[src/rtl/uart_periph_pkg.sv]
`default_nettype none
// ============================================================================
// Module   : uart_periph_pkg
// Brief    : Shared register map, CON bit positions and TX FSM encoding.
// Revision : 1.0
// ============================================================================
package uart_periph_pkg;

  localparam logic [31:0] C_ADDR_TXD = 32'h4000_0018;
  localparam logic [31:0] C_ADDR_RXD = 32'h4000_001C;
  localparam logic [31:0] C_ADDR_CON = 32'h4000_0020;

  localparam int C_CON_RX_READY  = 0;
  localparam int C_CON_TX_FULL   = 1;
  localparam int C_CON_TX_IDLE   = 2;
  localparam int C_CON_OVERRUN   = 3;
  localparam int C_CON_RX_IRQ_EN = 4;
  localparam int C_CON_TX_IRQ_EN = 5;

  localparam logic [1:0] TX_IDLE      = 2'd0;
  localparam logic [1:0] TX_LAUNCH    = 2'd1;
  localparam logic [1:0] TX_WAIT_BUSY = 2'd2;
  localparam logic [1:0] TX_WAIT_DONE = 2'd3;

endpackage
`default_nettype wire

[src/rtl/uart_tx_fifo.sv]
`default_nettype none
// ============================================================================
// Module   : uart_tx_fifo
// Brief    : Byte-wide synchronous FIFO; a push into a full FIFO is accepted
//            only when a pop happens in the same cycle, otherwise dropped.
// Revision : 1.0
// ============================================================================
module uart_tx_fifo #(
  parameter int DEPTH = 4
) (
  input  logic                       i_clk,
  input  logic                       i_rst,
  input  logic                       i_push,
  input  logic [7:0]                 i_din,
  input  logic                       i_pop,
  output logic [7:0]                 o_dout,
  output logic                       o_full,
  output logic                       o_empty,
  output logic [$clog2(DEPTH):0]     o_count
);

  localparam int AW = $clog2(DEPTH);
  localparam logic [AW:0] C_DEPTH = (AW+1)'(DEPTH);

  logic [7:0]    mem_q [DEPTH];
  logic [7:0]    mem_d [DEPTH];
  logic [AW-1:0] wr_ptr_q, wr_ptr_d;
  logic [AW-1:0] rd_ptr_q, rd_ptr_d;
  logic [AW:0]   count_q, count_d;
  logic          w_pop_ok;
  logic          w_push_ok;

  assign o_empty   = (count_q == '0);
  assign o_full    = (count_q == C_DEPTH);
  assign o_count   = count_q;
  assign o_dout    = mem_q[rd_ptr_q];
  assign w_pop_ok  = i_pop & ~o_empty;
  assign w_push_ok = i_push & (~o_full | w_pop_ok);

  always_comb begin
    mem_d    = mem_q;
    wr_ptr_d = wr_ptr_q;
    rd_ptr_d = rd_ptr_q;
    count_d  = count_q;
    if (w_push_ok) begin
      mem_d[wr_ptr_q] = i_din;
      wr_ptr_d        = wr_ptr_q + 1'b1;
    end
    if (w_pop_ok) begin
      rd_ptr_d = rd_ptr_q + 1'b1;
    end
    case ({w_push_ok, w_pop_ok})
      2'b10:   count_d = count_q + 1'b1;
      2'b01:   count_d = count_q - 1'b1;
      default: count_d = count_q;
    endcase
  end

  always_ff @(posedge i_clk) begin
    if (i_rst) begin
      wr_ptr_q <= '0;
      rd_ptr_q <= '0;
      count_q  <= '0;
    end else begin
      wr_ptr_q <= wr_ptr_d;
      rd_ptr_q <= rd_ptr_d;
      count_q  <= count_d;
    end
  end

  // Storage needs no reset: an empty FIFO never exposes its contents.
  always_ff @(posedge i_clk) begin
    mem_q <= mem_d;
  end

endmodule
`default_nettype wire

[src/rtl/uart_periph_ctrl.sv]
`default_nettype none
// ============================================================================
// Module   : uart_periph_ctrl
// Brief    : Memory-mapped UART controller: TX byte FIFO sequenced into
//            uart_tx, RX holding register with overrun flag, level IRQ.
// Revision : 1.0
// ============================================================================
module uart_periph_ctrl
  import uart_periph_pkg::*;
#(
  parameter int          TX_DEPTH = 4,
  parameter logic [31:0] ADDR_TXD = C_ADDR_TXD,
  parameter logic [31:0] ADDR_RXD = C_ADDR_RXD,
  parameter logic [31:0] ADDR_CON = C_ADDR_CON
) (
  input  logic        sysclk,
  input  logic        reset,
  input  logic [31:0] addr,
  input  logic        rd_en,
  input  logic        wr_en,
  input  logic [31:0] wdata,
  output logic [31:0] rdata,
  output logic        irq,
  output logic        tx_start,
  output logic [7:0]  tx_data,
  input  logic        tx_busy,
  input  logic        rx_valid,
  input  logic [7:0]  rx_data
);

  localparam int CW = $clog2(TX_DEPTH) + 1;

  logic [1:0]    state_q, state_d;
  logic          rx_ready_q, rx_ready_d;
  logic [7:0]    rx_buf_q, rx_buf_d;
  logic          overrun_q, overrun_d;
  logic          rx_irq_en_q, rx_irq_en_d;
  logic          tx_irq_en_q, tx_irq_en_d;
  logic          irq_q, irq_d;

  logic          w_wr_txd;
  logic          w_wr_con;
  logic          w_rd_rxd;
  logic          w_pop;
  logic          w_overrun_evt;
  logic          w_tx_idle;
  logic [7:0]    w_fifo_head;
  logic          w_fifo_full;
  logic          w_fifo_empty;
  logic [CW-1:0] w_fifo_count;
  logic          w_unused;

  assign w_wr_txd = wr_en & (addr == ADDR_TXD);
  assign w_wr_con = wr_en & (addr == ADDR_CON);
  assign w_rd_rxd = rd_en & (addr == ADDR_RXD);
  assign w_unused = &{1'b0, wdata[31:8]};

  uart_tx_fifo #(
    .DEPTH (TX_DEPTH)
  ) u_tx_fifo (
    .i_clk   (sysclk),
    .i_rst   (reset),
    .i_push  (w_wr_txd),
    .i_din   (wdata[7:0]),
    .i_pop   (w_pop),
    .o_dout  (w_fifo_head),
    .o_full  (w_fifo_full),
    .o_empty (w_fifo_empty),
    .o_count (w_fifo_count)
  );

  assign w_tx_idle = (w_fifo_count == '0) & (state_q == TX_IDLE) & ~tx_busy;
  assign tx_start  = (state_q == TX_LAUNCH);
  assign tx_data   = tx_start ? w_fifo_head : 8'h00;

  // The head byte is popped in the same cycle it is presented with tx_start.
  always_comb begin
    state_d = state_q;
    w_pop   = 1'b0;
    case (state_q)
      TX_IDLE: begin
        if (!w_fifo_empty && !tx_busy) state_d = TX_LAUNCH;
      end
      TX_LAUNCH: begin
        w_pop   = 1'b1;
        state_d = TX_WAIT_BUSY;
      end
      TX_WAIT_BUSY: begin
        if (tx_busy) state_d = TX_WAIT_DONE;
      end
      TX_WAIT_DONE: begin
        if (!tx_busy) state_d = TX_IDLE;
      end
      default: state_d = TX_IDLE;
    endcase
  end

  // A read in the same cycle as a new byte consumes the old one, so no overrun.
  assign w_overrun_evt = rx_valid & rx_ready_q & ~w_rd_rxd;

  always_comb begin
    rx_ready_d  = rx_ready_q;
    rx_buf_d    = rx_buf_q;
    overrun_d   = overrun_q;
    rx_irq_en_d = rx_irq_en_q;
    tx_irq_en_d = tx_irq_en_q;
    if (rx_valid) begin
      rx_ready_d = 1'b1;
      rx_buf_d   = rx_data;
    end else if (w_rd_rxd) begin
      rx_ready_d = 1'b0;
    end
    if (w_wr_con) begin
      rx_irq_en_d = wdata[C_CON_RX_IRQ_EN];
      tx_irq_en_d = wdata[C_CON_TX_IRQ_EN];
      if (wdata[C_CON_OVERRUN]) overrun_d = 1'b0;
    end
    if (w_overrun_evt) overrun_d = 1'b1;
    irq_d = (rx_irq_en_q & rx_ready_q) | (tx_irq_en_q & w_tx_idle);
  end

  always_ff @(posedge sysclk) begin
    if (reset) begin
      state_q     <= TX_IDLE;
      rx_ready_q  <= 1'b0;
      rx_buf_q    <= 8'h00;
      overrun_q   <= 1'b0;
      rx_irq_en_q <= 1'b0;
      tx_irq_en_q <= 1'b0;
      irq_q       <= 1'b0;
    end else begin
      state_q     <= state_d;
      rx_ready_q  <= rx_ready_d;
      rx_buf_q    <= rx_buf_d;
      overrun_q   <= overrun_d;
      rx_irq_en_q <= rx_irq_en_d;
      tx_irq_en_q <= tx_irq_en_d;
      irq_q       <= irq_d;
    end
  end

  assign irq = irq_q;

  always_comb begin
    rdata = 32'h0;
    if (rd_en) begin
      if (addr == ADDR_RXD) begin
        rdata = {24'h0, rx_buf_q};
      end else if (addr == ADDR_CON) begin
        rdata[C_CON_RX_READY]  = rx_ready_q;
        rdata[C_CON_TX_FULL]   = w_fifo_full;
        rdata[C_CON_TX_IDLE]   = w_tx_idle;
        rdata[C_CON_OVERRUN]   = overrun_q;
        rdata[C_CON_RX_IRQ_EN] = rx_irq_en_q;
        rdata[C_CON_TX_IRQ_EN] = tx_irq_en_q;
      end
    end
  end

endmodule
`default_nettype wire

[config.mk]
export PLATFORM = sky130hd
export DESIGN_NAME = uart_periph_ctrl
export DESIGN_NICKNAME = d
export VERILOG_FILES = /design/src/rtl/uart_periph_pkg.sv /design/src/rtl/uart_tx_fifo.sv /design/src/rtl/uart_periph_ctrl.sv
export SDC_FILE = /design/constraint.sdc
export NUM_CORES = 1
export LEC_CHECK = 0
export CAP_MARGIN = 30
export CORE_MARGIN = 10
export CORE_UTILIZATION = 46
export CTS_CLUSTER_SIZE = 10
export DETAILED_ROUTE_END_ITERATION = 8
export GPL_TIMING_DRIVEN = 0
export PLACE_DENSITY = 0.89
export SLEW_MARGIN = 10
export SYNTH_ARGS = -nofsm -noshare
export SYNTH_HDL_FRONTEND = slang
export SYNTH_SLANG_ARGS = --single-unit
export TNS_END_PERCENT = 1
[constraint.sdc]
create_clock -name sysclk -period 7.75 [get_ports sysclk]
set_input_delay 1.55 -clock sysclk [delete_from_list [all_inputs] [get_ports sysclk]]
set_output_delay 1.55 -clock sysclk [all_outputs]
set_load 0.02 [all_outputs]
==> results.ini, run 1 <==
[global_routing]
antenna_found_initial=0
grtUsageTotal_pct=12.5
grt_util_met2_pct=21.2
pin_count_of_the_biggest_net_entering_global_routing=17
gr-usage-met3_pct=5.43
globalRouteOverflowTotal=0
gr-usage-met1_pct=12.8
vias_in_the_first_global_route=2106
busiest_layer=met2
grt_first_pass_wirelength_um=9830

[cts]
cts_tree=done
cts-buffers-inserted=5
ctsResizeCount=0
clock_tree.root_cell=sky130_fd_sc_hd__clkbuf_8
cts_max_level=2
holdBufCountCts=0
clock_insertion_delay_worst_skew_ns=0.32
cts.reportedPaths.clkPinSlew_ns=0.09
numClockSinks=54
max-clock-path-buffers=2
post_cts.repair.setup_buffers=0

[synthesis]
synth_area_per_cell_um2=12.9
register_bit_count_reported_by_yosys=54
mappedNetlistArea_um2=2790
synth-edff-count=32
synth.most_common_cell=sky130_fd_sc_hd__edfxtp_1
ys_async_sr_fraction_pct=0
synth_largest_type_area_fraction_pct=34.5
synth-seq-area-share_pct=50.2
post_synth_inst_count=216
netlist-cell-type-count=39
synth_top_flop_cell=sky130_fd_sc_hd__edfxtp_1
yosys_top_cell_by_area=sky130_fd_sc_hd__edfxtp_1
post_synth_most_frequent_cells=sky130_fd_sc_hd__edfxtp_1 (32), sky130_fd_sc_hd__nor2_1 (26), sky130_fd_sc_hd__buf_4 (24), sky130_fd_sc_hd__dfxtp_1 (22), sky130_fd_sc_hd__mux2i_1 (13)
synthesis.yosys.warnings=0
synth.area.top_cells=sky130_fd_sc_hd__edfxtp_1 (34%), sky130_fd_sc_hd__dfxtp_1 (16%), sky130_fd_sc_hd__buf_4 (6.5%)

[finish]
area_delta_synth_final_pct=34.6
final_cell_count_no_fill=392
drive_above_1_share_pct=17.7
finish.utilization_pct=63.4
num-nets-final=405
antenna-diode-count=0
post-route-cell-area_um2=3750

[timing]
maxSlewViolCount=0
hold_viol_final=0
finalHoldWorstSlack_ns=0.499
setup-violations-final=0
final.period_utilization_pct=71.7
layout_min_cycle_time_ns=5.55
worst-slew-pin-transition_ns=0.611
finalSetupTns_ns=0
final.setup_skew_ns=0.0157
grt_setup_unrepaired=false
maxClockFrequency_ghz=0.180
max_slew_margin_pct=59.3
final_critical_path_setup_slack_ns=2.20

[floorplanning]
fp.dieH_um=97.9
design.core.area_um2=5920
ios=120
floorplan.die_area_um2=9580
fp.dieW_um=97.9
floorplan.initialDensity_pct=47.1
core.rowCount=28

[pwr]
p_per_area_nw_per_um2=159
power.static_leakage_nw=1.42
power_mw=0.597
vdd.ir_drop.worst_v=0.0000846

[placed_design]
io_buffer_count=70
dp_slack_ns=2.23
gp_congestion=0.790
place_hpwl_um=4820
placed_area_um2=3670
dp.cells=384

[worst_setup_path]
timing.critical_path.to=rdata[5]
worstReg2RegStart=state_q[1]$_SDFFE_PP0P_
critical_path_class=in -> out
worst-path-max-fanout=5
worst_path_max_delay_cell=sky130_fd_sc_hd__clkdlybuf4s50_1
ff2ff_setup_slack_ns=4.74
worst_path_largest_cell_delay_ns=0.62
critical_path.reg2reg.endpoint=u_tx_fifo.o_count[2]$_SDFFE_PP0P_
critPathRequiredTime_ns=6.20
critPathLaunchType=primary input
worst_setup_path_end_kind=primary output
r2r.worst_path.cells=11
timing.critical_path.from=addr[2]
cpMostUsedCell=sky130_fd_sc_hd__clkdlybuf4s50_1
worstPathArrival_ns=4.00
crit_chain=clkdlybuf4s50_1 > nor4b_1 > nand4_1 > nor3_1 > and2_1 > a22o_1 > clkdlybuf4s50_1

[detailed_routing]
detail_route.vias_per_cell=4.82
drc_errors=0
detail_route.iter0.violations=80
dr.pass1.iters=5
drt_wl_total_um=5890
route.detailed.wl_per_inst_um=15.0
ant_nets=0
via_count=1890

[hold_path]
worstHoldPathType=reg -> reg

[job]
maxCapViolCount=0

[run_status]
outcome=finished, final reports clean

==> cell families after synthesis <==
| kind of cell | Yosys count | share of synthesized area (%) |
|---|---|---|
| multiplexers | 21 | 11.1 |
| AND/OR/NAND/NOR | 72 | 19.5 |
| buffers and inverters | 37 | 8.25 |
| XOR/XNOR | 5 | 1.57 |
| flip-flops | 54 | 50.2 |
| other | 1 | 0.134 |
| AO/OA/AOI/OAI | 15 | 3.99 |
| adder cells (fa/ha/maj) | 11 | 5.20 |
==> critical path: cells and delay by family <==
| kind | cells | cell delay, ns |
|---|---|---|
| and+or+nand+nor | 4 | 1.16 |
| buffers and inverters | 2 | 1.11 |
| AOI/OAI and AO/OA | 1 | 0.17 |
==> report_power, final <==
part | switching, mW | total, mW | internal (mW)
clock network | 0.0885 | 0.150 | 0.0620
registers | 0.00444 | 0.313 | 0.309
logic | 0.0668 | 0.133 | 0.0659
total | 0.160 | 0.597 | 0.437
==> flip-flops by register name, indices dropped and copies added, names as in the netlist <==
| signal | cells |
|---|---|
| u_tx_fifo.mem_q | 32 |
| rx_buf_q | 8 |
| u_tx_fifo.o_count | 3 |
| state_q | 2 |
| u_tx_fifo.rd_ptr_q | 2 |
| u_tx_fifo.wr_ptr_q | 2 |
| irq | 1 |
| overrun_q | 1 |
| rx_irq_en_q | 1 |
| rx_ready_q | 1 |
| tx_irq_en_q | 1 |
==> layout make-up <==
type	instances	area (um^2)
buffer	29	200
multi-input combinational	148	1240
inverter	8	30.0
sequential	54	1400
tap	75	93.8
clock buffer	5	68.8
timing repair buffer	70	701
fill	446	2170
clock inverter	3	16.3
==> how the worst min path moves through the flow <==
stage / startpoint / end / cells after the start
finish: rx_buf_q[6]$_SDFFE_PP0P_ / rx_buf_q[6]$_SDFFE_PP0P_ / 2
global route: rx_buf_q[6]$_SDFFE_PP0P_ / rx_buf_q[6]$_SDFFE_PP0P_ / 2
CTS: rx_buf_q[7]$_SDFFE_PP0P_ / rx_buf_q[7]$_SDFFE_PP0P_ / 2
detailed placement: rx_buf_q[7]$_SDFFE_PP0P_ / rx_buf_q[7]$_SDFFE_PP0P_ / 2
global placement: rx_buf_q[7]$_SDFFE_PP0P_ / rx_buf_q[7]$_SDFFE_PP0P_ / 2
floorplan: rx_buf_q[6]$_SDFFE_PP0P_ / rx_buf_q[6]$_SDFFE_PP0P_ / 2
==> layer usage <==
metal | vias up | wire (um)
li1 | 928 | -
met1 | 871 | 2180
met2 | 80 | 2930
met3 | 11 | 605
met4 | 0 | 180
met5 | - | 0
==> placed cells by master, fill, tap and decap left out, types with 2 or more instances in the layout <==
master	instances
sky130_fd_sc_hd__and2_1	11
sky130_fd_sc_hd__nand4_1	4
sky130_fd_sc_hd__clkdlybuf4s50_1	70
sky130_fd_sc_hd__a22o_1	4
sky130_fd_sc_hd__clkbuf_1	2
sky130_fd_sc_hd__a21boi_0	2
sky130_fd_sc_hd__conb_1	24
sky130_fd_sc_hd__mux2i_1	13
sky130_fd_sc_hd__nand2b_1	2
sky130_fd_sc_hd__buf_4	24
sky130_fd_sc_hd__edfxtp_1	32
sky130_fd_sc_hd__nor2_1	26
sky130_fd_sc_hd__and2_2	4
sky130_fd_sc_hd__xor2_1	2
sky130_fd_sc_hd__a22oi_1	2
sky130_fd_sc_hd__nor3_1	3
sky130_fd_sc_hd__xnor2_1	3
sky130_fd_sc_hd__nand2_1	5
sky130_fd_sc_hd__nor4_4	8
sky130_fd_sc_hd__mux4_2	8
sky130_fd_sc_hd__inv_1	8
sky130_fd_sc_hd__o21ai_0	3
sky130_fd_sc_hd__ha_1	10
sky130_fd_sc_hd__dfxtp_1	22
sky130_fd_sc_hd__buf_1	2
sky130_fd_sc_hd__clkbuf_8	5
No activity file was read; power rests on OpenSTA's default activity.
==> run 2: changes to the inputs <==
- CORE_UTILIZATION: 46 -> 43
- PLACE_DENSITY: 0.89 -> 0.84
- clock period: 7.75 -> 5.8 ns (I/O delays scaled with it)
==> results.ini, run 2 (synthesis gave the netlist of run 1 again) <==
[run_status]
outcome=finished, final reports clean

[worst_setup_path]
worst_path_largest_cell_delay_ns=0.61
worst_setup_path_end_kind=primary output
cpMostUsedCell=sky130_fd_sc_hd__clkdlybuf4s50_1
worst-path-max-fanout=5
critical_path_class=in -> out
ff2ff_setup_slack_ns=2.81
critPathLaunchType=primary input
r2r.worst_path.cells=11
worstPathArrival_ns=3.60
crit_chain=clkdlybuf4s50_1 > nor4b_1 > nand4_1 > nor3_1 > and2_1 > a22o_1 > clkdlybuf4s50_1
critPathRequiredTime_ns=4.64
critical_path.reg2reg.endpoint=u_tx_fifo.o_count[2]$_SDFFE_PP0P_
worst_path_max_delay_cell=sky130_fd_sc_hd__clkdlybuf4s50_1
worstReg2RegStart=state_q[1]$_SDFFE_PP0P_

[floorplanning]
fp.dieW_um=101
ios=120
floorplan.initialDensity_pct=44.2
core.rowCount=29
fp.dieH_um=101
floorplan.die_area_um2=10100
design.core.area_um2=6310

[cts]
ctsResizeCount=0
numClockSinks=54
clock_tree.root_cell=sky130_fd_sc_hd__clkbuf_8
clock_insertion_delay_worst_skew_ns=0.30
cts.reportedPaths.clkPinSlew_ns=0.09
cts_max_level=2
max-clock-path-buffers=2
cts_tree=done
cts-buffers-inserted=5
holdBufCountCts=0
post_cts.repair.setup_buffers=0

[detailed_routing]
detail_route.iter0.violations=56
drt_wl_total_um=5650
route.detailed.wl_per_inst_um=14.3
via_count=1882
detail_route.vias_per_cell=4.78
ant_nets=0
dr.pass1.iters=4
drc_errors=0

[finish]
drive_above_1_share_pct=18.0
area_delta_synth_final_pct=35.2
mostFrequentLayoutCell=sky130_fd_sc_hd__clkdlybuf4s50_1
regMostFlops=u_tx_fifo.mem_q
commonest_cells_after_routing_fill_and_taps_aside=sky130_fd_sc_hd__clkdlybuf4s50_1 (70), sky130_fd_sc_hd__edfxtp_1 (32), sky130_fd_sc_hd__nor2_1 (26)
num-nets-final=405
largest_register_ff_count=32
antenna-diode-count=0
final_cell_count_no_fill=394

[pwr]
vdd.ir_drop.worst_v=0.000139
power.static_leakage_nw=1.43
p_per_area_nw_per_um2=214
power_mw=0.807

[placed_design]
io_buffer_count=70
gp_congestion=0.798
dp.cells=386
place_hpwl_um=4720
dp_slack_ns=1.04

[timing]
finalHoldWorstSlack_ns=0.501
worst-slew-pin-transition_ns=0.613
final.period_utilization_pct=82.1
final_critical_path_setup_slack_ns=1.04
max_slew_margin_pct=59.1
maxClockFrequency_ghz=0.210
hold_viol_final=0
setup-violations-final=0
grt_setup_unrepaired=false
final.setup_skew_ns=0.00314
finalSetupTns_ns=0
layout_min_cycle_time_ns=4.76
maxSlewViolCount=0

[global_routing]
vias_in_the_first_global_route=1989
grtUsageTotal_pct=11.0
grt_first_pass_wirelength_um=9050
globalRouteOverflowTotal=0
pin_count_of_the_biggest_net_entering_global_routing=18
antenna_found_initial=0

[hold_path]
worstHoldPathType=reg -> reg
min_from=rx_buf_q[6]$_SDFFE_PP0P_
whs_endpoint=rx_buf_q[6]$_SDFFE_PP0P_
hold_depth=2

[job]
maxCapViolCount=0

[run 2: per-stage QoR]
step | instance area [um^2] | utilization (%)
final | 3770 | 59.7
after global routing | 3770 | 59.7
after CTS | 3770 | 59.7
after detailed placement | 3670 | 58.2
after global placement | 3670 | 58.2
after floorplan | 2880 | -
[run 2: layer usage]
metal / wire [um] / GRT usage [%]
met3: 630 / 5.42
met5: 0 / 0
met4: 78 / 3.59
met1: 2130 / 11.6
met2: 2820 / 18.8
[run 2: worst max path at each step]
stage,startpoint,slack [ns],to
finish,addr[2],1.04,rdata[5]
global route,addr[2],0.88,rdata[5]
CTS,addr[2],1.04,rdata[5]
detailed placement,addr[2],1.04,rdata[5]
global placement,addr[2],1.09,rdata[5]
floorplan,addr[24],2.14,rdata[1]
[run 2: final cells by class]
class	count	area, um^2
Multi-Input combinational cell	148	1240
Tap cell	77	96.3
Fill cell	509	2540
Sequential cell	54	1400
Inverter	8	30.0
Buffer	29	200
Clock buffer	6	82.6
Timing Repair Buffer	70	701
Clock inverter	2	16.3
[run 2: power breakdown]
group | internal (mW) | switching [mW] | total (mW)
registers | 0.413 | 0.00530 | 0.418
clock network | 0.0983 | 0.116 | 0.215
logic | 0.0876 | 0.0869 | 0.174
total | 0.599 | 0.209 | 0.807
[run 2: critical path, delay by kind of cell]
kind / cells / cell delay [ns]
AO/OA/AOI/OAI: 1 / 0.17
buffers and inverters: 2 / 1.11
AND/OR/NAND/NOR: 4 / 1.16
==> run 3: changes to the inputs <==
- CORE_UTILIZATION: 43 -> 38
- PLACE_DENSITY: 0.84 -> 0.79
- clock period: 5.8 -> 4.22 ns (I/O delays scaled with it)
==> results.ini, run 3 (synthesis gave the netlist of run 1 again) <==
[run_status]
outcome=finished, final reports clean

[placed_design]
placed_area_um2=3700
gp_congestion=0.761
io_buffer_count=70
dp_slack_ns=0.127
place_hpwl_um=4850

[finish]
num-nets-final=405
post-route-cell-area_um2=3810
mostFrequentLayoutCell=sky130_fd_sc_hd__clkdlybuf4s50_1
regMostFlops=u_tx_fifo.mem_q
largest_register_ff_count=32
layout.filler_cells=607
drive_above_1_share_pct=18.0
area_delta_synth_final_pct=36.8
commonest_cells_after_routing_fill_and_taps_aside=sky130_fd_sc_hd__clkdlybuf4s50_1 (70), sky130_fd_sc_hd__edfxtp_1 (32), sky130_fd_sc_hd__nor2_1 (26)
antenna-diode-count=0

[pwr]
clkPwrFrac_pct=29.2
p_per_area_nw_per_um2=303
share_seq_of_total_power_pct=49.7
power.static_leakage_nw=1.43
power.switching_fraction_pct=25.2
power.switching_mw=0.292
power_report.internal_total_mw=0.866
power_mw=1.16
pwr-share-comb_pct=21.1
vdd.ir_drop.worst_v=0.000147

[cts]
clock_tree.root_cell=sky130_fd_sc_hd__clkbuf_8
post_cts.repair.setup_buffers=0
cts_tree=done
clock_insertion_delay_worst_skew_ns=0.30
cts_max_level=2
numClockSinks=54
ctsResizeCount=0
cts-buffers-inserted=5
holdBufCountCts=0
cts.reportedPaths.clkPinSlew_ns=0.09
max-clock-path-buffers=2

[detailed_routing]
via_count=1891
ant_nets=0
drt_wl_total_um=6080
drc_errors=0
dr.pass1.iters=4
detail_route.iter0.violations=67
route.detailed.wl_per_inst_um=14.6
detail_route.vias_per_cell=4.55

[timing]
final.setup_skew_ns=0.0123
hold_viol_final=0
final.period_utilization_pct=95.6
final_critical_path_setup_slack_ns=0.185
finalSetupTns_ns=0
grt_setup_unrepaired=false
worst-slew-pin-transition_ns=0.631
setup-violations-final=0
max_slew_margin_pct=57.9
maxClockFrequency_ghz=0.248
finalHoldWorstSlack_ns=0.506
layout_min_cycle_time_ns=4.03
maxSlewViolCount=0

[hold_path]
hold_depth=2
worstHoldPathType=reg -> reg
min_from=rx_buf_q[7]$_SDFFE_PP0P_
whs_endpoint=rx_buf_q[7]$_SDFFE_PP0P_

[worst_setup_path]
critPathLaunchType=primary input
worstReg2RegStart=state_q[1]$_SDFFE_PP0P_
worst-path-max-fanout=5
worstPathArrival_ns=3.19
critical_path.reg2reg.endpoint=u_tx_fifo.o_count[2]$_SDFFE_PP0P_
ff2ff_setup_slack_ns=1.09
critical_path_class=in -> out
critPathRequiredTime_ns=3.38
worst_setup_path_end_kind=primary output
r2r.worst_path.cells=11

[floorplanning]
floorplan.initialDensity_pct=38.9
floorplan.die_area_um2=11200
fp.dieW_um=106
design.core.area_um2=7180
ios=120
fp.dieH_um=106
core.rowCount=31

[global_routing]
pin_count_of_the_biggest_net_entering_global_routing=17
antenna_found_initial=0
globalRouteOverflowTotal=0
grt_first_pass_wirelength_um=9970
vias_in_the_first_global_route=2116
grtUsageTotal_pct=10.9

[job]
maxCapViolCount=0

==> run 3: changes by cell type in the layout (fill, tap and decap cells not counted), sizes merged <==
| cell | change |
|---|---|
| bufinv | +1 |
| inv | -1 |
==> run 3: power by group through the flow <==
stage / logic (mW) / registers, mW / clock network, mW
floorplan: 0.128 / 0.585 / 0
CTS: 0.245 / 0.575 / 0.343
global placement: 0.236 / 0.586 / 0
finish: 0.244 / 0.575 / 0.338
global route: 0.264 / 0.577 / 0.368
detailed placement: 0.242 / 0.587 / 0
==> run 3: critical path: stages <==
cell,delay (ns)
sky130_fd_sc_hd__clkdlybuf4s50_1,0.50
sky130_fd_sc_hd__nor4b_1,0.43
sky130_fd_sc_hd__nand4_1,0.17
sky130_fd_sc_hd__nor3_2,0.20
sky130_fd_sc_hd__and2_1,0.25
sky130_fd_sc_hd__a22o_1,0.19
sky130_fd_sc_hd__clkdlybuf4s50_1,0.61
==> run 3: cell type report <==
type	count	area [um^2]	share of cell area [%]
repair buffers	70	701	18.4
inverters	8	30.0	0.787
flip-flops and latches	54	1400	36.7
well taps	99	124	3.25
clock inverters	2	37.5	0.984
plain buffers	29	200	5.25
multi-input cells	148	1250	32.7
clock buffers	6	72.6	1.90
==> run 3: per-layer routing <==
metal | up-vias | routed length [um] | GRT usage (%)
met5 | - | 0 | 0
met4 | 0 | 59 | 4.35
met3 | 4 | 574 | 3.78
met2 | 79 | 3140 | 19.5
met1 | 877 | 2300 | 11.3
li1 | 931 | - | -
==> run 3: worst max-delay path by stage <==
| stage | startpoint | endpoint | cells past startpoint |
|---|---|---|---|
| 2_1_floorplan | addr[19] | u_tx_fifo.o_count[2]$_SDFFE_PP0P_ | 9 |
| 3_3_place_gp | addr[2] | rdata[5] | 7 |
| 3_5_place_dp | addr[2] | rdata[5] | 7 |
| 4_1_cts | addr[2] | rdata[5] | 7 |
| 5_1_grt | addr[2] | rdata[5] | 7 |
| 6_report | addr[2] | rdata[5] | 7 |
==> run 3: through the flow <==
step                util (%)  std cells
floorplan                  -        239
global placement        51.6        408
detailed placement      51.6        408
CTS                     53.1        416
global route            53.2        416
finish                  53.2        416
==> variant 1 (config.mk and constraints of run 2) <==
Take the reset off `rx_buf_q` and load it in a clocked block of its own.
--- a/src/rtl/uart_periph_ctrl.sv
+++ b/src/rtl/uart_periph_ctrl.sv
@@ -123,7 +123,6 @@
     if (reset) begin
       state_q     <= TX_IDLE;
       rx_ready_q  <= 1'b0;
-      rx_buf_q    <= 8'h00;
       overrun_q   <= 1'b0;
       rx_irq_en_q <= 1'b0;
       tx_irq_en_q <= 1'b0;
@@ -131,12 +130,15 @@
     end else begin
       state_q     <= state_d;
       rx_ready_q  <= rx_ready_d;
-      rx_buf_q    <= rx_buf_d;
       overrun_q   <= overrun_d;
       rx_irq_en_q <= rx_irq_en_d;
       tx_irq_en_q <= tx_irq_en_d;
       irq_q       <= irq_d;
     end
+  end
+
+  always_ff @(posedge sysclk) begin
+    rx_buf_q <= rx_buf_d;
   end
 
   assign irq = irq_q;
Function: changed (a bounded check fails within 4 cycles, from zero or initial values and one cycle with reset high).
==> variant 1 against run 2 <==
Largest cell class unchanged; critical path type unchanged; sequential cell count unchanged; die area is 1.4% lower; total power grew 0.12%; clock power shrank 2%; cell area fell by 1.3%; worst setup slack better by 0.070 ns; critical endpoint is now rdata[4]; area after synthesis fell by 1.7%; wire length increased by 5.8%; clock skew is 0.0016 ns higher.
==> variant 1: results (changes against run 2) <==
Synth
  – Compound-Gate Fraction of Synth Area: 6.89% (+2.9 points)
  – Cells after Synth: 195 (-9.7%)
  – Mux share of post-synthesis cell area: 7.31% (-3.8 points)
  – Top cells by area, synth: edfxtp_1 44%, dfxtp_1 10%, buf_4 6.6%, mux4_2 6.6%, ha_1 4.6%
  – Synth top cells by count: 40 x edfxtp_1, 24 x buf_4, 14 x and2_1, 14 x dfxtp_1
  – Post-synthesis adder-cell area fraction: 5.30% (+0.093 points)
  – Seq/Total Area, Yosys: 54.1% (+3.8 points)
  – Ys Warns: 0 (unchanged)
  – Synth Area in XOR/XNOR: 1.28% (-0.29 points)
  – Top FF cell, synth: edfxtp_1
  – Post-synth cell types: 47 (+21%)
  – Ys async rst share: 0% (unchanged)
  – Number of synthesized flops with an enable pin: 40 (+25%)

Finish
  – Reg area: 1480 um^2 (+5.7%)
  – Layout cells sized above 1: 19.2% (+1.2 points)
  – Number of filler cells placed in the layout: 526 (+3.3%)
  – Max reg flops: 32 (unchanged)
  – Final nets: 385 (-4.9%)
  – Top reg by flops: u_tx_fifo.mem_q
  – Antenna fix cells: 0 (unchanged)

CTS
  – H-tree depth: 2 (unchanged)
  – Worst-Skew Late Latency: between 0.3 and 0.4 ns
  – Post-CTS sizing: 0 (unchanged)
  – # Post-CTS Setup Buffers: 0 (unchanged)
  – CTS Buf Count: 5 (unchanged)
  – Clock buffer depth: 2 (unchanged)

Global route
  – Number of global-route vias before repair: 1958 (-1.6%)
  – GR Util All Layers: 11.9% (+0.92 points)
  – Initial antenna violation count: 0 (unchanged)
  – GRT Residual Overflow: 0 (unchanged)
  – Global-route wire length before repair: 9670 um (+6.9%)

Worst hold path
  – Hold crit path type: reg -> reg

Power and ir drop
  – VDD IR-drop max: 0.146 mV (+5.3%)
  – Leakage Power: 1.37 nW (-3.8%)
  – Switching portion of total power: 26.3% (+0.48 points)

Worst setup path
  – CP arrival: 3.53 ns (-0.07 ns)
  – R2r worst-path depth: 11 (unchanged)
  – Reg2reg setup slack: 2.96 ns (+0.15 ns)
  – CP Max Fanout: 8 (+3)
  – RR Endpoint: u_tx_fifo.o_count[2]
  – FF-to-FF Start: state_q[1]
  – Crit path from: addr[10]
  – Worst path slowest cell: clkdlybuf4s50_1
  – CP Capture Point: rdata[4]

Drt
  – DRT iter0 DRCs: 62 (+11%)
  – DR vias: 1833 (-2.6%)
  – Drt total wl: 5980 um (+5.8%)
  – Via density: 4.90 (+2.6%)

Place
  – Placed cells: 366 (-5.2%)
  – Port bufs: 71 (+1.4%)
  – Hpwl dp: 4840 um (+2.6%)
  – Pre-CTS setup slack: 1.13 ns (+0.0854 ns)
  – Placer congestion estimate: 0.736 (-7.8%)
  – DP Area: 3630 um^2 (-1.1%)

STA
  – Clk_skew: 0.00475 ns (+0.00161 ns)
  – Minimum clock period: 4.69 ns (-0.0703 ns)
  – Worst-margin pin slew: 0.563 ns (-0.0503 ns)

Outcome
  – Status: finished clean
-- variant 1: layout make-up --
cell class / count / area share, %
Tap cell: 77 / 2.59
Clock inverter: 2 / 0.403
Buffer: 27 / 5.18
Inverter: 8 / 0.807
Clock buffer: 6 / 1.95
Multi-Input combinational cell: 129 / 30.2
Sequential cell: 54 / 39.8
Timing Repair Buffer: 71 / 19.1
-- variant 1: worst min-delay path by stage --
| stage | startpoint | end | cells after the start | slack [ns] |
|---|---|---|---|---|
| 6_report | overrun_q | overrun_q | 2 | 0.50 |
| 5_1_grt | overrun_q | overrun_q | 2 | 0.53 |
| 4_1_cts | overrun_q | overrun_q | 2 | 0.50 |
| 3_5_place_dp | overrun_q | overrun_q | 2 | 0.49 |
| 3_3_place_gp | tx_irq_en_q | tx_irq_en_q | 2 | 0.48 |
| 2_1_floorplan | tx_irq_en_q | tx_irq_en_q | 2 | 0.45 |
-- variant 1: per-layer routing --
| layer | up-vias | share of wire [%] | wire length (um) | track usage (%) |
|---|---|---|---|---|
| met2 | 91 | 49 | 2910 | 20.6 |
| met4 | 0 | 0.57 | 34 | 2.65 |
| met1 | 841 | 36 | 2160 | 12.2 |
| met5 | - | 0 | 0 | 0 |
| li1 | 897 | - | - | - |
| met3 | 4 | 15 | 872 | 7.07 |
-- variant 1: power by group through the flow --
stage | clock, mW | sequential (mW) | combinational [mW]
floorplan | 0 | 0.435 | 0.0901
global placement | 0 | 0.436 | 0.168
detailed placement | 0 | 0.437 | 0.170
CTS | 0.211 | 0.428 | 0.171
global route | 0.227 | 0.429 | 0.186
finish | 0.210 | 0.428 | 0.171
-- variant 1: worst max-delay path: cells and delay by family --
kind	cells	cell delay, ns
buffers and inverters	2	1.03
and+or+nand+nor	3	1.14
AOI/OAI and AO/OA	1	0.20
==> variant 2 (config.mk and constraints of run 2) <==
Without the edit above. Change the parameter `TX_DEPTH` from 4 to 8.
--- a/src/rtl/uart_periph_ctrl.sv
+++ b/src/rtl/uart_periph_ctrl.sv
@@ -8,7 +8,7 @@
 module uart_periph_ctrl
   import uart_periph_pkg::*;
 #(
-  parameter int          TX_DEPTH = 4,
+  parameter int          TX_DEPTH = 8,
   parameter logic [31:0] ADDR_TXD = C_ADDR_TXD,
   parameter logic [31:0] ADDR_RXD = C_ADDR_RXD,
   parameter logic [31:0] ADDR_CON = C_ADDR_CON
Function: changed (a bounded check fails within 10 cycles, from zero or initial values and one cycle with reset high).
==> variant 2 against run 2 <==
Count of clock-buffer cells in the layout increased by 4; total power increased by 64%; largest power group unchanged; sequential cell count increased by 35; clock power increased by 110%; cell area increased by 40%; synthesized cell count increased by 38%; largest cell class unchanged; area after synthesis increased by 48%; wire length increased by 61%; final cell count increased by 36%; worst setup slack got worse by 0.18 ns; first-iteration DRC count increased to 3.2 times the old value.
==> variant 2: results (changes against run 2) <==
Outcome
  – Status: finished clean

Drt
  – Metal2 WL: 4640 um (+65%)
  – Top Layer Used: met4
  – DR vias: 2625 (+39%)
  – Drt total wl: 9080 um (+61%)
  – DRT iter0 DRCs: 181 (+220%)
  – Routed wl met3: 764 um (+21%)
  – Pre-antenna DRT Iters: 4 (unchanged)
  – Met1 WL: 3550 um (+67%)

Synth
  – Synth top cells by count: 64 x edfxtp_1, 27 x nor2_1, 25 x dfxtp_1
  – Ys async rst share: 0% (unchanged)
  – Number of synthesized flops with an enable pin: 64 (+100%)
  – Ys Warns: 0 (unchanged)
  – Top cells by area, synth: edfxtp_1 47%, dfxtp_1 12%, mux4_2 8.7%, mux2i_1 5.1%, buf_4 4.4%
  – Post-synth cell types: 49 (+26%)
  – Cells after Synth: 297 (+38%)
  – Seq/Total Area, Yosys: 58.7% (+8.5 points)

Worst hold path
  – Hold crit path type: reg -> reg
  – Worst hold stages: 2 (unchanged)

STA
  – Worst-margin pin slew: 0.913 ns (+0.300 ns)
  – Clk_skew: 0.0159 ns (+0.0127 ns)

Power and ir drop
  – Leakage Power: 1.90 nW (+33%)
  – VDD IR-drop max: 0.129 mV (-7.2%)
  – PwrDens: 249 nW/um^2 (+17%)

Finish
  – Top reg by flops: u_tx_fifo.mem_q
  – Antenna fix cells: 0 (unchanged)
  – Final nets: 489 (+21%)
  – Non-Filler Instances: 534 (+36%)
  – Layout cells sized above 1: 17.8% (-0.20 points)
  – Number of filler cells placed in the layout: 763 (+50%)
  – Max reg flops: 64 (+100%)

Global route
  – Initial antenna violation count: 0 (unchanged)
  – Pin count of the biggest net entering global routing: 15 (-3)
  – GR Util All Layers: 13.0% (+1.9 points)
  – Number of global-route vias before repair: 2860 (+44%)
  – Global-route wire length before repair: 14500 um (+61%)

CTS
  – Clock tree root driver cell: clkbuf_8
  – H-tree depth: 3 (+1)
  – Post-CTS sizing: 0 (unchanged)
  – CTS Buf Count: 9 (+4)
  – Clock buffer depth: 2 (unchanged)
  – Clock-pin slew of the registers on the worst-case setup and hold paths: 0.09 ns (about the same)
  – # Post-CTS Setup Buffers: 0 (unchanged)
  – Worst-Skew Late Latency: 0.35 ns (+0.05 ns)

Place
  – Hpwl dp: 6770 um (+44%)
  – Pre-CTS setup slack: 0.887 ns (-0.154 ns)
  – Placed cells: 519 (+34%)
  – DP Area: 5080 um^2 (+38%)
  – Port bufs: 70 (unchanged)
  – Placer congestion estimate: 0.733 (-8.2%)

Worst setup path
  – Worst path slowest cell: clkdlybuf4s50_1
  – R2r worst-path depth: 13 (+2)
  – Top delay family on crit path: buffers and inverters
  – Slowest cell delay on critical path: 0.62 ns
  – CP Max Fanout: 8 (+3)
  – CP arrival: 3.78 ns (+0.18 ns)
variant 2: worst reg2reg max path: cells and delay by family, from the launching register on:
family	cells	cell delay (ns)
flip-flops	1	0.35
AND/OR/NAND/NOR	3	0.41
buffers and inverters	4	0.85
adder cells (fa/ha/maj)	2	0.46
AO/OA/AOI/OAI	2	0.34
multiplexers	2	0.51
variant 2: report_power, final:
| part | switching, mW | internal (mW) |
|---|---|---|
| combinational | 0.0893 | 0.0924 |
| sequential | 0.00571 | 0.687 |
| clock | 0.205 | 0.241 |
| total | 0.300 | 1.02 |
variant 2: layout make-up:
class / count / area share (%)
Tap cell: 129 / 3.05
Clock buffer: 10 / 2.41
Multi-Input combinational cell: 185 / 28.9
Buffer: 38 / 4.59
Timing Repair Buffer: 70 / 13.2
Clock inverter: 5 / 1.54
Sequential cell: 89 / 45.8
Inverter: 8 / 0.567
variant 2: path summary, 6_finish.rpt:
kind	from	end	slack (ns)
setup / recovery	addr[1]	rdata[1]	0.86
hold / removal	rx_buf_q[1]	rx_buf_q[1]	0.51
setup reg to reg	state_q[1]	u_tx_fifo.o_count[3]	2.79
hold reg to reg	rx_buf_q[1]	rx_buf_q[1]	0.51
variant 2: layer usage:
| layer | vias to the layer above | track usage, % |
|---|---|---|
| met3 | 12 | 5.18 |
| met5 | - | 0 |
| met1 | 1246 | 14.1 |
| li1 | 1262 | - |
| met4 | 0 | 3.94 |
| met2 | 105 | 22.7 |
variant 2: kinds of logic after synthesis:
kind of cell / after synthesis / synth area share, %
DFF: 89 / 58.7
and+or+nand+nor: 84 / 11.8
buffers and inverters: 46 / 6.61
muxes: 41 / 14.9
AOI/OAI and AO/OA: 23 / 4.00
adders and majority gates: 10 / 3.21
xor gates and xnor gates: 3 / 0.637
other: 1 / 0.0909
